<file path="src/rtl/serial_ones_counter_pkg.sv">
// Shared FSM state encoding and width helpers for the serial ones counter.
// Widths are derived from the word width W.
package serial_ones_counter_pkg;

    typedef enum logic [1:0] {
        ST_IDLE = 2'd0,
        ST_RUN  = 2'd1,
        ST_DONE = 2'd2
    } state_e;

    // Number of 3-bit slices needed to cover a w-bit word.
    function automatic int chunks_f(input int w);
        return (w + 2) / 3;
    endfunction

    // Width able to hold any count in 0..w.
    function automatic int cw_f(input int w);
        return $clog2(w + 1);
    endfunction

endpackage

</file>
<file path="src/rtl/serial_ones_counter_one_count3.sv">
// Combinational full-adder style ones counter: {y1,y0} = a + b + c.
// Zero latency, no state.
module one_count3 (
    input  logic a,
    input  logic b,
    input  logic c,
    output logic y1,
    output logic y0
);

    assign y0 = a ^ b ^ c;
    assign y1 = (a & b) | (a & c) | (b & c);

endmodule

</file>
<file path="src/rtl/serial_ones_counter.sv">
// Counts the ones in a captured W-bit word, 3 bits per cycle through one shared slice.
// Fixed latency: done pulses in the cycle after edge k+CHUNKS; start is ignored while busy.
module serial_ones_counter
    import serial_ones_counter_pkg::*;
#(
    parameter int W = 12
) (
    input  logic                  clk,
    input  logic                  rst,
    input  logic                  start,
    input  logic [W-1:0]          data_in,
    output logic                  busy,
    output logic                  done,
    output logic [cw_f(W)-1:0]    count
);

    localparam int CHUNKS = chunks_f(W);
    localparam int CW     = cw_f(W);
    localparam int PW     = 3 * CHUNKS;
    localparam int IW     = (CHUNKS > 1) ? $clog2(CHUNKS) : 1;
    localparam logic [IW-1:0] LAST_IDX = IW'(CHUNKS - 1);

    state_e         state_q, state_d;
    logic [W-1:0]   word_q,  word_d;
    logic [IW-1:0]  idx_q,   idx_d;
    logic [CW-1:0]  acc_q,   acc_d;

    logic [PW-1:0]  word_pad;
    logic [2:0]     slice;
    logic           y1, y0;

    // Padding bits above W are zero so the last slice never adds phantom ones.
    assign word_pad = PW'(word_q);

    always_comb begin
        slice = 3'b000;
        for (int c = 0; c < CHUNKS; c++) begin
            if (idx_q == IW'(c)) begin
                slice = word_pad[3*c +: 3];
            end
        end
    end

    one_count3 u_slice (
        .a  (slice[0]),
        .b  (slice[1]),
        .c  (slice[2]),
        .y1 (y1),
        .y0 (y0)
    );

    always_comb begin
        state_d = state_q;
        word_d  = word_q;
        idx_d   = idx_q;
        acc_d   = acc_q;
        case (state_q)
            ST_IDLE: begin
                if (start) begin
                    word_d  = data_in;
                    idx_d   = '0;
                    acc_d   = '0;
                    state_d = ST_RUN;
                end
            end
            ST_RUN: begin
                acc_d = acc_q + CW'({y1, y0});
                idx_d = idx_q + IW'(1);
                if (idx_q == LAST_IDX) begin
                    state_d = ST_DONE;
                end
            end
            ST_DONE: begin
                state_d = ST_IDLE;
            end
            default: begin
                state_d = ST_IDLE;
            end
        endcase
    end

    always_ff @(posedge clk) begin
        if (rst) begin
            state_q <= ST_IDLE;
            word_q  <= '0;
            idx_q   <= '0;
            acc_q   <= '0;
        end else begin
            state_q <= state_d;
            word_q  <= word_d;
            idx_q   <= idx_d;
            acc_q   <= acc_d;
        end
    end

    assign busy  = (state_q != ST_IDLE);
    assign done  = (state_q == ST_DONE);
    assign count = acc_q;

endmodule

</file>
<file path="config.mk">
export PLATFORM = sky130hd
export DESIGN_NAME = serial_ones_counter
export DESIGN_NICKNAME = d
export VERILOG_FILES = /design/src/rtl/serial_ones_counter_pkg.sv /design/src/rtl/serial_ones_counter_one_count3.sv /design/src/rtl/serial_ones_counter.sv
export SDC_FILE = /design/constraint.sdc
export NUM_CORES = 1
export LEC_CHECK = 0
export ABC_AREA = 1
export CORE_MARGIN = 8
export CORE_UTILIZATION = 49
export DETAILED_ROUTE_END_ITERATION = 12
export MAX_ROUTING_LAYER = met4
export PLACE_DENSITY = 0.87
export REMOVE_ABC_BUFFERS = 1
export SLEW_MARGIN = 30
export SYNTH_ARGS = -nofsm -noshare
export SYNTH_HDL_FRONTEND = slang
export SYNTH_HIERARCHICAL = 1
export SYNTH_SLANG_ARGS = --single-unit
</file>
<file path="constraint.sdc">
create_clock -name clk -period 2.59 [get_ports clk]
set_input_delay 0.259 -clock clk [delete_from_list [all_inputs] [get_ports clk]]
set_output_delay 0.259 -clock clk [all_outputs]
set_load 0.1 [all_outputs]
</file>
* Yosys cells after proc, flatten, opt, wreduce, memory -nomap -nowiden *
Index checks and enable logic that the tools add are counted.

operators by class
  $add $sub $neg = 2
  eq/ne operators = 7
  multiplexer cells = 11
  bitwise logic cells = 7
  reductions and logical operators = 7

operator list
  operator                                             number
  2-to-1 mux 3 bit                                     4
  one-hot mux 2 bit (2 select lines)                   2
  one-hot mux 4 bit (2 select lines)                   1
  equality test 2 bit, second input constant           3
  2-to-1 mux 2 bit                                     3
  AND reduction 2 bit                                  3
  adder 4 x 2 -> 4 bit                                 1
  equality test 2 x 1 -> 1 bit, second input constant  2
  logical NOT 2 bit                                    2
  2-to-1 mux 4 bit                                     1
  != test 2 bit, second input constant                 2
  nonzero test 2 bit                                   2
  AND 1 bit                                            3
  adder 2 x 1 -> 2 bit, second input constant          1
  bitwise OR 1 bit                                     2
  bitwise XOR 1 bit                                    2

word-level totals
  flip-flop bits (word level) = 20
  input port bits = 15
  logic and storage cells = 38

* Longest topological paths before layout *
Gate-level depths: netlist of the first run.

  depth in word-level cells = 10
  mapped depth = 14
  mapped depth without buffers = 14

* By module *
The synthesis of the first run kept the hierarchy.

modules (own cells, without submodules)
  module               instances  cells each  area each (µm²)  sequential area each (µm²)
  serial_ones_counter  1          132         997.2            400.4
  one_count3           1          1           20.0             0.0

* Least setup slack after synthesis of the first run *
OpenSTA, ideal clock, no wires.

  path kind = register to register
  start = register idx_q[0]
  end = register acc_q[1] (netlist: count[1])
  library setup time = 0.070 ns
  data arrival time = 2.257 ns
  slack = 0.263 ns
  cell stages (with the launch flop) = 12
  path buffers = 0
  clock period less this slack = 2.327 ns
  cells stage by stage = dfxtp_1 inv_1 ha_1 inv_1 o21ai_0 a21o_1 nand2_1 fa_1 ha_1 fa_1 nand2_1 a21oi_1

on the way
  elaborated cells on any way between the ends = 17
  classes of those cells = add/sub: 1; eq/ne: 3; mux: 5; bitwise: 7; reduce/logical: 1

RTL lines
  what                                    RTL line                              RTL
  from (decl)                             serial_ones_counter.sv:25             logic [IW-1:0] idx_q, idx_d;
  from (signal assigned)                  serial_ones_counter.sv:91             idx_q <= idx_d;
  logical NOT 2 bit                       serial_ones_counter.sv:38             if (idx_q == IW'(c)) begin
  2-to-1 mux 3 bit (3 in series)          serial_ones_counter.sv:38
  2-to-1 mux 3 bit (*)                    serial_ones_counter.sv:38
  net slice[1]                            serial_ones_counter.sv:29             logic [2:0] slice;
  bitwise XOR 1 bit (*) (2 in series)     serial_ones_counter_one_count3.sv:11  assign y0 = a ^ b ^ c;
  net y0                                  serial_ones_counter.sv:30             logic y1, y0;
  adder 4 x 2 -> 4 bit (*)                serial_ones_counter.sv:67             acc_d = acc_q + CW'({y1, y0});
  one-hot mux 4 bit (2 select lines) (*)  serial_ones_counter.sv:57             case (state_q)
  to (signal assigned)                    serial_ones_counter.sv:87             acc_q <= '0;
  to (signal assigned)                    serial_ones_counter.sv:92             acc_q <= acc_d;
  to (decl)                               serial_ones_counter.sv:26             logic [CW-1:0] acc_q, acc_d;

Mark *: on every way through the listed nets, which the timed path passes. The rest lies on a longest branch.
A chain may end at the register's enable or synchronous reset.

* Worst setup path in the final report of the first run *
  start = register idx_q[1]
  end = register acc_q[1] (netlist: count[1])

Same word-level chain as after synthesis.

==> impl_metrics.sql, run 1 <==
INSERT INTO impl_metrics (metric_group, metric, value, unit) VALUES
('setup_path', 'path_max_fanout', '4', ''),
('status', 'run_status', 'complete, no violations', ''),
('grt', 'first_global_vias', '896', ''),
('synthesis', 'yosys.area_share.adder', '11.32', '%'),
('detailed_routing', 'wl_met2', '1.087', 'mm'),
('sta', 'setup_repair_after_global_routing_missed_its_margin', 'no', ''),
('detailed_routing', 'antenna_left', '0', ''),
('final_layout', 'flow.area_growth_from_synthesis', '24.23', '%'),
('synthesis', 'synth_seq_area_share', '39.36', '%'),
('synthesis', 'synthMuxAreaShare', '0', '%'),
('sta', 'clock_skew', '0.9905', 'ps'),
('synthesis', 'yosys_warnings', '6', ''),
('final_layout', 'fin_area', '1264', 'µm²'),
('die', 'die_height', '61.56', 'µm'),
('placed_design', 'globalplace.congestion', '0.7736', ''),
('pwr', 'power_leakage', '0.5468', 'nW'),
('placed_design', 'place_hpwl', '1.700', 'mm'),
('clock_network', 'clock_tree.root_cell', 'clkbuf_4', ''),
('detailed_routing', 'drc', '0', ''),
('final_layout', 'fraction_of_final_layout_cells_sized_beyond_drive_strength_1', '18.18', '%'),
('final_layout', 'ff_latch_area', '405.4', 'µm²'),
('final_layout', 'fill_cells', '172', ''),
('flow_run', 'max_cap_viol_count', '0', ''),
('synthesis', 'mean_cell_area_of_the_mapped_netlist', '7.648', 'µm²'),
('pwr', 'worst_ir_drop_vdd', '0.3560', 'mV'),
('grt', 'grt_antenna_before_repair', '0', ''),
('placed_design', 'dpl_cell_area', '1201', 'µm²'),
('final_layout', 'antennaDiodeCount', '0', ''),
('sta', 'timing.final.crit_period', '2396', 'ps'),
('synthesis', 'synth_instances', '133', ''),
('setup_path', 'cp.arrival', '2630', 'ps'),
('clock_network', 'ctsHoldBuffers', '0', ''),
('setup_path', 'startpoint_type_of_the_worst_setup_path', 'flip-flop', ''),
('synthesis', 'synth-compound-area-share', '15.50', '%'),
('synthesis', 'synthXorXnorAreaFrac', '0', '%'),
('grt', 'grt_pass1_wl', '3.712', 'mm'),
('sta', 'post-route-period-util', '92.52', '%'),
('die', 'die-width', '61.56', 'µm'),
('clock_network', 'worst_setup_hold_path_clk_slew', '110', 'ps'),
('setup_path', 'timing.setup.critical_path_class', 'flip-flop to flip-flop', ''),
('die', 'initial_utilization', '51.85', '%'),
('detailed_routing', 'drtIter0Drc', '20', ''),
('sta', 'report.final.hold_viol_count', '0', ''),
('detailed_routing', 'detailedRoute.firstPassIterationCount', '4', ''),
('die', 'floorplan.core_area', '1962', 'µm²'),
('sta', 'worst_pin_slew', '333.5', 'ps'),
('grt', 'grt_total_usage', '13.15', '%'),
('clock_network', 'tritoncts_num_sinks', '20', ''),
('grt', 'globalRouteOverflowTotal', '0', ''),
('synthesis', 'synth.distinct_cells', '21', ''),
('detailed_routing', 'average_routed_wire_per_standard_cell', '11.90', 'µm'),
('setup_path', 'required_worst_endpoint', '2820', 'ps'),
('synthesis', 'combinational_family_with_the_most_area_after_synthesis', 'simple AND/OR/NAND/NOR gates', ''),
('final_layout', 'multi_input_comb_area', '543.0', 'µm²'),
('final_layout', 'design.final.nets', '178', ''),
('pwr', 'cellPowerDensity', '542.5', 'nW/µm²'),
('die', 'io_pins', '21', ''),
('min_path', 'min_path_type', 'flip-flop to flip-flop', ''),
('detailed_routing', 'routed_via_density', '4.856', ''),
('clock_network', 'cts_buffers', '3', ''),
('sta', 'relSlewSlack', '77.62', '%'),
('detailed_routing', 'highest-signal-layer', 'met4', ''),
('detailed_routing', 'met1_wire_length', '971', 'µm'),
('clock_network', 'tritoncts', 'yes', ''),
('clock_network', 'clkLatencyLatePin', '290', 'ps'),
('sta', 'finalMaxSlewViolations', '0', ''),
('synthesis', 'synth-simple-area-share', '24.48', '%'),
('die', 'floorplan.rows', '16', ''),
('clock_network', 'clockBufferDepth', '2', ''),
('sta', 'finalSetupTns', '0', 'ps'),
('detailed_routing', 'detailroute.via_count', '879', ''),
('placed_design', 'place.port_buffers', '20', ''),
('pwr', 'finalPower', '685.5', 'µW'),
('synthesis', 'syn_area', '1017', 'µm²'),
('detailed_routing', 'routed-wl-met3', '66', 'µm'),
('sta', 'report.final.setup_viol', '0', ''),
('sta', 'fmax', '0.4173', 'GHz'),
('setup_path', 'cp-end-kind', 'flip-flop', ''),
('grt', 'maximum_number_of_pins_on_one_net_before_global_route_repair', '16', ''),
('detailed_routing', 'drt_wl_total', '2.153', 'mm'),
('clock_network', 'cts_max_level', '1', ''),
('synthesis', 'postSynthRegisterBits', '20', ''),
('die', 'die-area', '3790', 'µm²');
cell type report:
| type | count | share of cell area [%] |
|---|---|---|
| flip-flops and latches | 20 | 32.08 |
| multi-input cells | 95 | 42.97 |
| inverters | 15 | 4.752 |
| clock buffers | 4 | 2.871 |
| repair buffers | 20 | 14.65 |
| well taps | 27 | 2.673 |
synthesized netlist by cell type:
library cell	count	share of area, %
a21o_1	3	2.2
a21oi_1	9	4.4
buf_1	1	0.37
buf_12	1	2.0
buf_6	1	1.1
clkinv_2	1	0.49
dfxtp_1	20	39
fa_1	2	3.9
ha_1	6	7.4
inv_1	13	4.8
inv_4	1	0.62
nand2_1	18	6.6
nand2_2	1	0.62
nand2_4	1	1.1
nand3_1	5	2.5
nor2_1	26	9.6
nor2_2	4	2.5
nor2_4	1	1.1
nor3_1	1	0.49
o21ai_0	15	7.4
o21ai_1	3	1.5
per-layer routing:
| metal | up-vias | GRT usage, % |
|---|---|---|
| li1 | 468 | - |
| met1 | 393 | 14.65 |
| met2 | 16 | 22.16 |
| met3 | 2 | 1.670 |
| met4 | 0 | 7.143 |
| met5 | - | - |
layout by cell type (no fill, tap or decap):
cell type | synthesis | layout
dfxtp_1 | 20 | 18
inv_1 | 13 | 10
ha_2 | 0 | 2
o21ai_0 | 15 | 14
dfxtp_4 | 0 | 1
buf_4 | 0 | 6
nand2_4 | 1 | 1
clkbuf_8 | 0 | 1
clkinv_2 | 1 | 1
ha_1 | 6 | 3
o21ai_1 | 3 | 4
dfxtp_2 | 0 | 1
nand2_2 | 1 | 1
a21oi_2 | 0 | 1
nand3_1 | 5 | 5
nand2_1 | 18 | 18
clkdlybuf4s50_1 | 0 | 14
a21o_1 | 3 | 3
a21oi_1 | 9 | 8
nor2_4 | 1 | 1
inv_2 | 0 | 3
nor2_1 | 26 | 26
nor2_2 | 4 | 4
fa_1 | 2 | 2
ha_4 | 0 | 1
nor3_1 | 1 | 1
inv_4 | 1 | 1
clkbuf_4 | 0 | 3
per-stage QoR:
step / setup slack [ps] / hold slack [ps] / utilization (%) / cells
after floorplan: 263.2 / 328.1 / - / 130
after global placement: 139.6 / 467.4 / 61.22 / 177
after detailed placement: 97.83 / 471.5 / 61.22 / 177
after CTS: 72.63 / 491.2 / 63.07 / 181
after global routing: 39.43 / 518.5 / 64.41 / 181
final: 193.7 / 493.3 / 64.41 / 181
registers in the layout, summed over array words and instances, names as in the netlist:
name and count:
word_pad 12, idx_q 2, count 4, state_q 2
kinds of logic after synthesis:
logic type / after synthesis
AOI/OAI and AO/OA: 30
adders and majority gates: 8
buffers and inverters: 18
DFF: 20
and+or+nand+nor: 57
final timing paths:
path,start,to,slack [ps],cells past startpoint
setup / recovery,idx_q[1],count[1],190,11
hold / removal,count[0],count[0],490,2
setup reg to reg,idx_q[1],count[1],190,11
hold reg to reg,count[0],count[0],490,2
worst max-delay path: stages, from the launching register on:
cell     delay [ps]
dfxtp_4         390
inv_1            60
ha_2            200
inv_2            70
nand3_1          70
a21o_1          180
nand2_1          80
fa_1            440
ha_2            200
fa_1            470
nand2_1          50
a21oi_1         130
where the power goes:
group          total, mW  leakage [nW]  internal [mW]  switching (mW)
sequential         0.347         0.166          0.329          0.0178
combinational      0.161         0.360         0.0645          0.0965
clock              0.178        0.0210         0.0856          0.0921
timing repair:
| item | CTS | global route |
|---|---|---|
| buffers inserted | 0 | 0 |
| setup endpoints to repair | 0 | 2 |
| gates resized for setup | 0 | 12 |
Note: power is estimated with default switching activity, not from simulation.
==> inputs of run 2 (changes only) <==
--- a/config.mk
+++ b/config.mk
@@ -9,6 +9,7 @@
 export CORE_MARGIN = 8
 export CORE_UTILIZATION = 49
 export DETAILED_ROUTE_END_ITERATION = 12
+export GPL_ROUTABILITY_DRIVEN = 0
 export MAX_ROUTING_LAYER = met4
 export PLACE_DENSITY = 0.87
 export REMOVE_ABC_BUFFERS = 1
==> results of run 2 <==
Same layout as run 1: the final DEF is identical, and so are final timing and power.
==> inputs of run 3 (changes only) <==
--- a/config.mk
+++ b/config.mk
@@ -13,6 +13,7 @@
 export MAX_ROUTING_LAYER = met4
 export PLACE_DENSITY = 0.87
 export REMOVE_ABC_BUFFERS = 1
+export SETUP_SLACK_MARGIN = 0.1
 export SLEW_MARGIN = 30
 export SYNTH_ARGS = -nofsm -noshare
 export SYNTH_HDL_FRONTEND = slang
==> run 3 against run 2 <==
  * Non-clock buffer count increased by 2
  * Register-to-register slack got worse by 70 ps
  * Critical path type unchanged
  * Core utilization increased by 2.7 points
  * Routed wire length increased by 11%
==> impl_metrics.sql, run 3 (synthesized netlist as in run 1, its figures left out) <==
INSERT INTO impl_metrics (metric_group, metric, value, unit) VALUES
('detailed_routing', 'detailedRoute.firstPassIterationCount', '4', ''),
('placed_design', 'place_hpwl', '1.700', 'mm'),
('setup_path', 'startpoint_type_of_the_worst_setup_path', 'flip-flop', ''),
('final_layout', 'fraction_of_final_layout_cells_sized_beyond_drive_strength_1', '24.36', '%'),
('clock_network', 'cts_max_level', '1', ''),
('clock_network', 'clkLatencyLatePin', '300', 'ps'),
('sta', 'worst_pin_slew', '379.6', 'ps'),
('min_path', 'min_delay_path_depth', '2', ''),
('setup_path', 'cp-end-kind', 'flip-flop', ''),
('sta', 'relSlewSlack', '74.52', '%'),
('grt', 'grt_antenna_before_repair', '0', ''),
('clock_network', 'ctsHoldBuffers', '0', ''),
('clock_network', 'cts_buffers', '3', ''),
('setup_path', 'path_max_fanout', '4', ''),
('sta', 'report.final.setup_viol', '0', ''),
('final_layout', 'design.final.nets', '180', ''),
('sta', 'setup_repair_after_global_routing_missed_its_margin', 'yes', ''),
('pwr', 'intPower', '485.5', 'µW'),
('pwr', 'worst_ir_drop_vdd', '0.3663', 'mV'),
('grt', 'maximum_number_of_pins_on_one_net_before_global_route_repair', '16', ''),
('grt', 'grt_pass1_wl', '3.712', 'mm'),
('pwr', 'power_leakage', '0.5588', 'nW'),
('final_layout', 'layout_common_cells', 'nor2_1, dfxtp_1, nand2_1, clkdlybuf4s50_1, o21ai_0', ''),
('final_layout', 'fin_area', '1318', 'µm²'),
('clock_network', 'tritoncts_num_sinks', '20', ''),
('min_path', 'min_path_type', 'flip-flop to flip-flop', ''),
('sta', 'post-route-period-util', '95.18', '%'),
('pwr', 'cellPowerDensity', '534.8', 'nW/µm²'),
('detailed_routing', 'routed_via_density', '5.033', ''),
('die', 'floorplan.core_area', '1962', 'µm²'),
('sta', 'finalHoldWorstSlack', '493.2', 'ps'),
('final_layout', 'number_of_flip_flops_under_the_largest_register_name', '12', ''),
('grt', 'globalRouteOverflowTotal', '0', ''),
('sta', 'clock_skew', '4.471', 'ps'),
('placed_design', 'place.port_buffers', '20', ''),
('setup_path', 'cp_cell_sequence', 'inv_1 > ha_1 > nand3_1 > a21o_1 > nand2_2 > fa_1 > ha_2 > fa_2 > nand2_2 > a21oi_2', ''),
('final_layout', 'flow.area_growth_from_synthesis', '29.52', '%'),
('pwr', 'share_of_power_burned_in_the_clock_network', '25.9', '%'),
('placed_design', 'dpl_cell_area', '1201', 'µm²'),
('clock_network', 'clockBufferDepth', '2', ''),
('final_layout', 'fill_cells', '162', ''),
('die', 'floorplan.rows', '16', ''),
('setup_path', 'worst-r2r-cell-count', '10', ''),
('final_layout', 'antennaDiodeCount', '0', ''),
('die', 'die_height', '61.56', 'µm'),
('clock_network', 'tritoncts', 'yes', ''),
('detailed_routing', 'average_routed_wire_per_standard_cell', '13.03', 'µm'),
('setup_path', 'rr_endpoint', 'count[1]', ''),
('setup_path', 'crit_slowest_cell', 'fa_2', ''),
('setup_path', 'critical_path.reg2reg.startpoint', 'idx_q[1]', ''),
('setup_path', 'required_worst_endpoint', '2830', 'ps'),
('pwr', 'sw_frac_of_total', '31.09', '%'),
('clock_network', 'clock_tree.root_cell', 'clkbuf_4', ''),
('die', 'die-width', '61.56', 'µm'),
('detailed_routing', 'detailroute.via_count', '921', ''),
('min_path', 'min-delay-start', 'count[0]', ''),
('sta', 'timing.final.crit_period', '2465', 'ps'),
('setup_path', 'slowest_delay', '530', 'ps'),
('detailed_routing', 'drt_wl_total', '2.384', 'mm'),
('final_layout', 'final_common_cell', 'nor2_1', ''),
('die', 'die-area', '3790', 'µm²'),
('pwr', 'power_frac_comb', '24.6', '%'),
('clock_network', 'worst_setup_hold_path_clk_slew', '120', 'ps'),
('setup_path', 'cp.arrival', '2710', 'ps'),
('sta', 'finalMaxSlewViolations', '0', ''),
('sta', 'report.final.hold_viol_count', '0', ''),
('setup_path', 'critical-path-top-cell-by-count', 'nand2_2', ''),
('pwr', 'p_sw', '219.1', 'µW'),
('pwr', 'power.sequential.fraction', '49.5', '%'),
('detailed_routing', 'drc', '0', ''),
('setup_path', 'timing.setup.critical_path_class', 'flip-flop to flip-flop', ''),
('flow_run', 'max_cap_viol_count', '0', ''),
('die', 'io_pins', '21', ''),
('sta', 'fmax', '0.4057', 'GHz'),
('grt', 'first_global_vias', '896', ''),
('grt', 'grt_total_usage', '13.15', '%'),
('final_layout', 'layout.core_utilization', '67.16', '%'),
('die', 'initial_utilization', '51.85', '%'),
('min_path', 'min_to', 'count[0]', ''),
('setup_path', 'r2r_setup_slack', '120', 'ps'),
('detailed_routing', 'antenna_left', '0', ''),
('status', 'run_status', 'complete, no violations', ''),
('detailed_routing', 'drtIter0Drc', '36', '');
run 3: changes by cell type in the layout (fill, tap and decap cells not counted), sizes merged:
cell  previous run  this run
buf              6         8
run 3: metrics by stage:
step                setup TNS, ps  setup WS, ps  std cells  power [mW]
floorplan                       0         263.2        130      0.4584
global placement                0         139.6        177      0.5039
detailed placement              0         97.83        177      0.5097
CTS                             0         105.3        181      0.6879
global route               -15.63        -15.63        183      0.7425
finish                          0         124.9        183      0.7046
run 3: layer usage:
metal / vias to the layer above / GRT usage (%) / share of wire, %
met2: 23 / 22.16 / 51
met4: 0 / 7.143 / 2.5
met3: 6 / 1.670 / 3.5
met1: 422 / 14.65 / 43
met5: - / - / 0
li1: 470 / - / -
run 3: timing repair:
item	4_1_cts	5_1_grt
gates resized for setup	3	22
cloned	0	0
endpoints found under the setup margin	2	2
pin swaps	0	7
buffers inserted	0	2
run 3: power by group through the flow:
| stage | combinational (mW) | sequential (mW) | clock [mW] |
|---|---|---|---|
| finish | 0.173 | 0.349 | 0.182 |
| global route | 0.193 | 0.351 | 0.198 |
| CTS | 0.157 | 0.347 | 0.184 |
| detailed placement | 0.156 | 0.353 | 0 |
| global placement | 0.152 | 0.352 | 0 |
| floorplan | 0.0907 | 0.368 | 0 |
run 3: cell type report:
| type | count | area [µm²] | area share (%) |
|---|---|---|---|
| Inverter | 15 | 62.56 | 4.748 |
| Sequential cell | 20 | 407.9 | 30.96 |
| Timing Repair Buffer | 22 | 203.9 | 15.48 |
| Multi-Input combinational cell | 95 | 573.1 | 43.49 |
| Clock buffer | 4 | 36.28 | 2.754 |
| Tap cell | 27 | 33.78 | 2.564 |
run 3: how the worst max path moves through the flow:
stage             start        to  slack [ps]  depth (start not counted)
3_5_place_dp   idx_q[0]  count[1]         100                         11
2_1_floorplan  idx_q[0]  count[1]         260                         11
6_report       idx_q[1]  count[1]         120                         10
3_3_place_gp   idx_q[0]  count[1]         140                         11
4_1_cts        idx_q[0]  count[1]         110                         11
5_1_grt        idx_q[1]  count[1]         -20                         10
run 3: worst max-delay path: cells and delay by family (launching register included):
kind | cells | cell delay (ps)
and+or+nand+nor | 3 | 230
DFF | 1 | 380
buffers and inverters | 1 | 110
AOI/OAI and AO/OA | 2 | 300
adders and majority gates | 4 | 1400
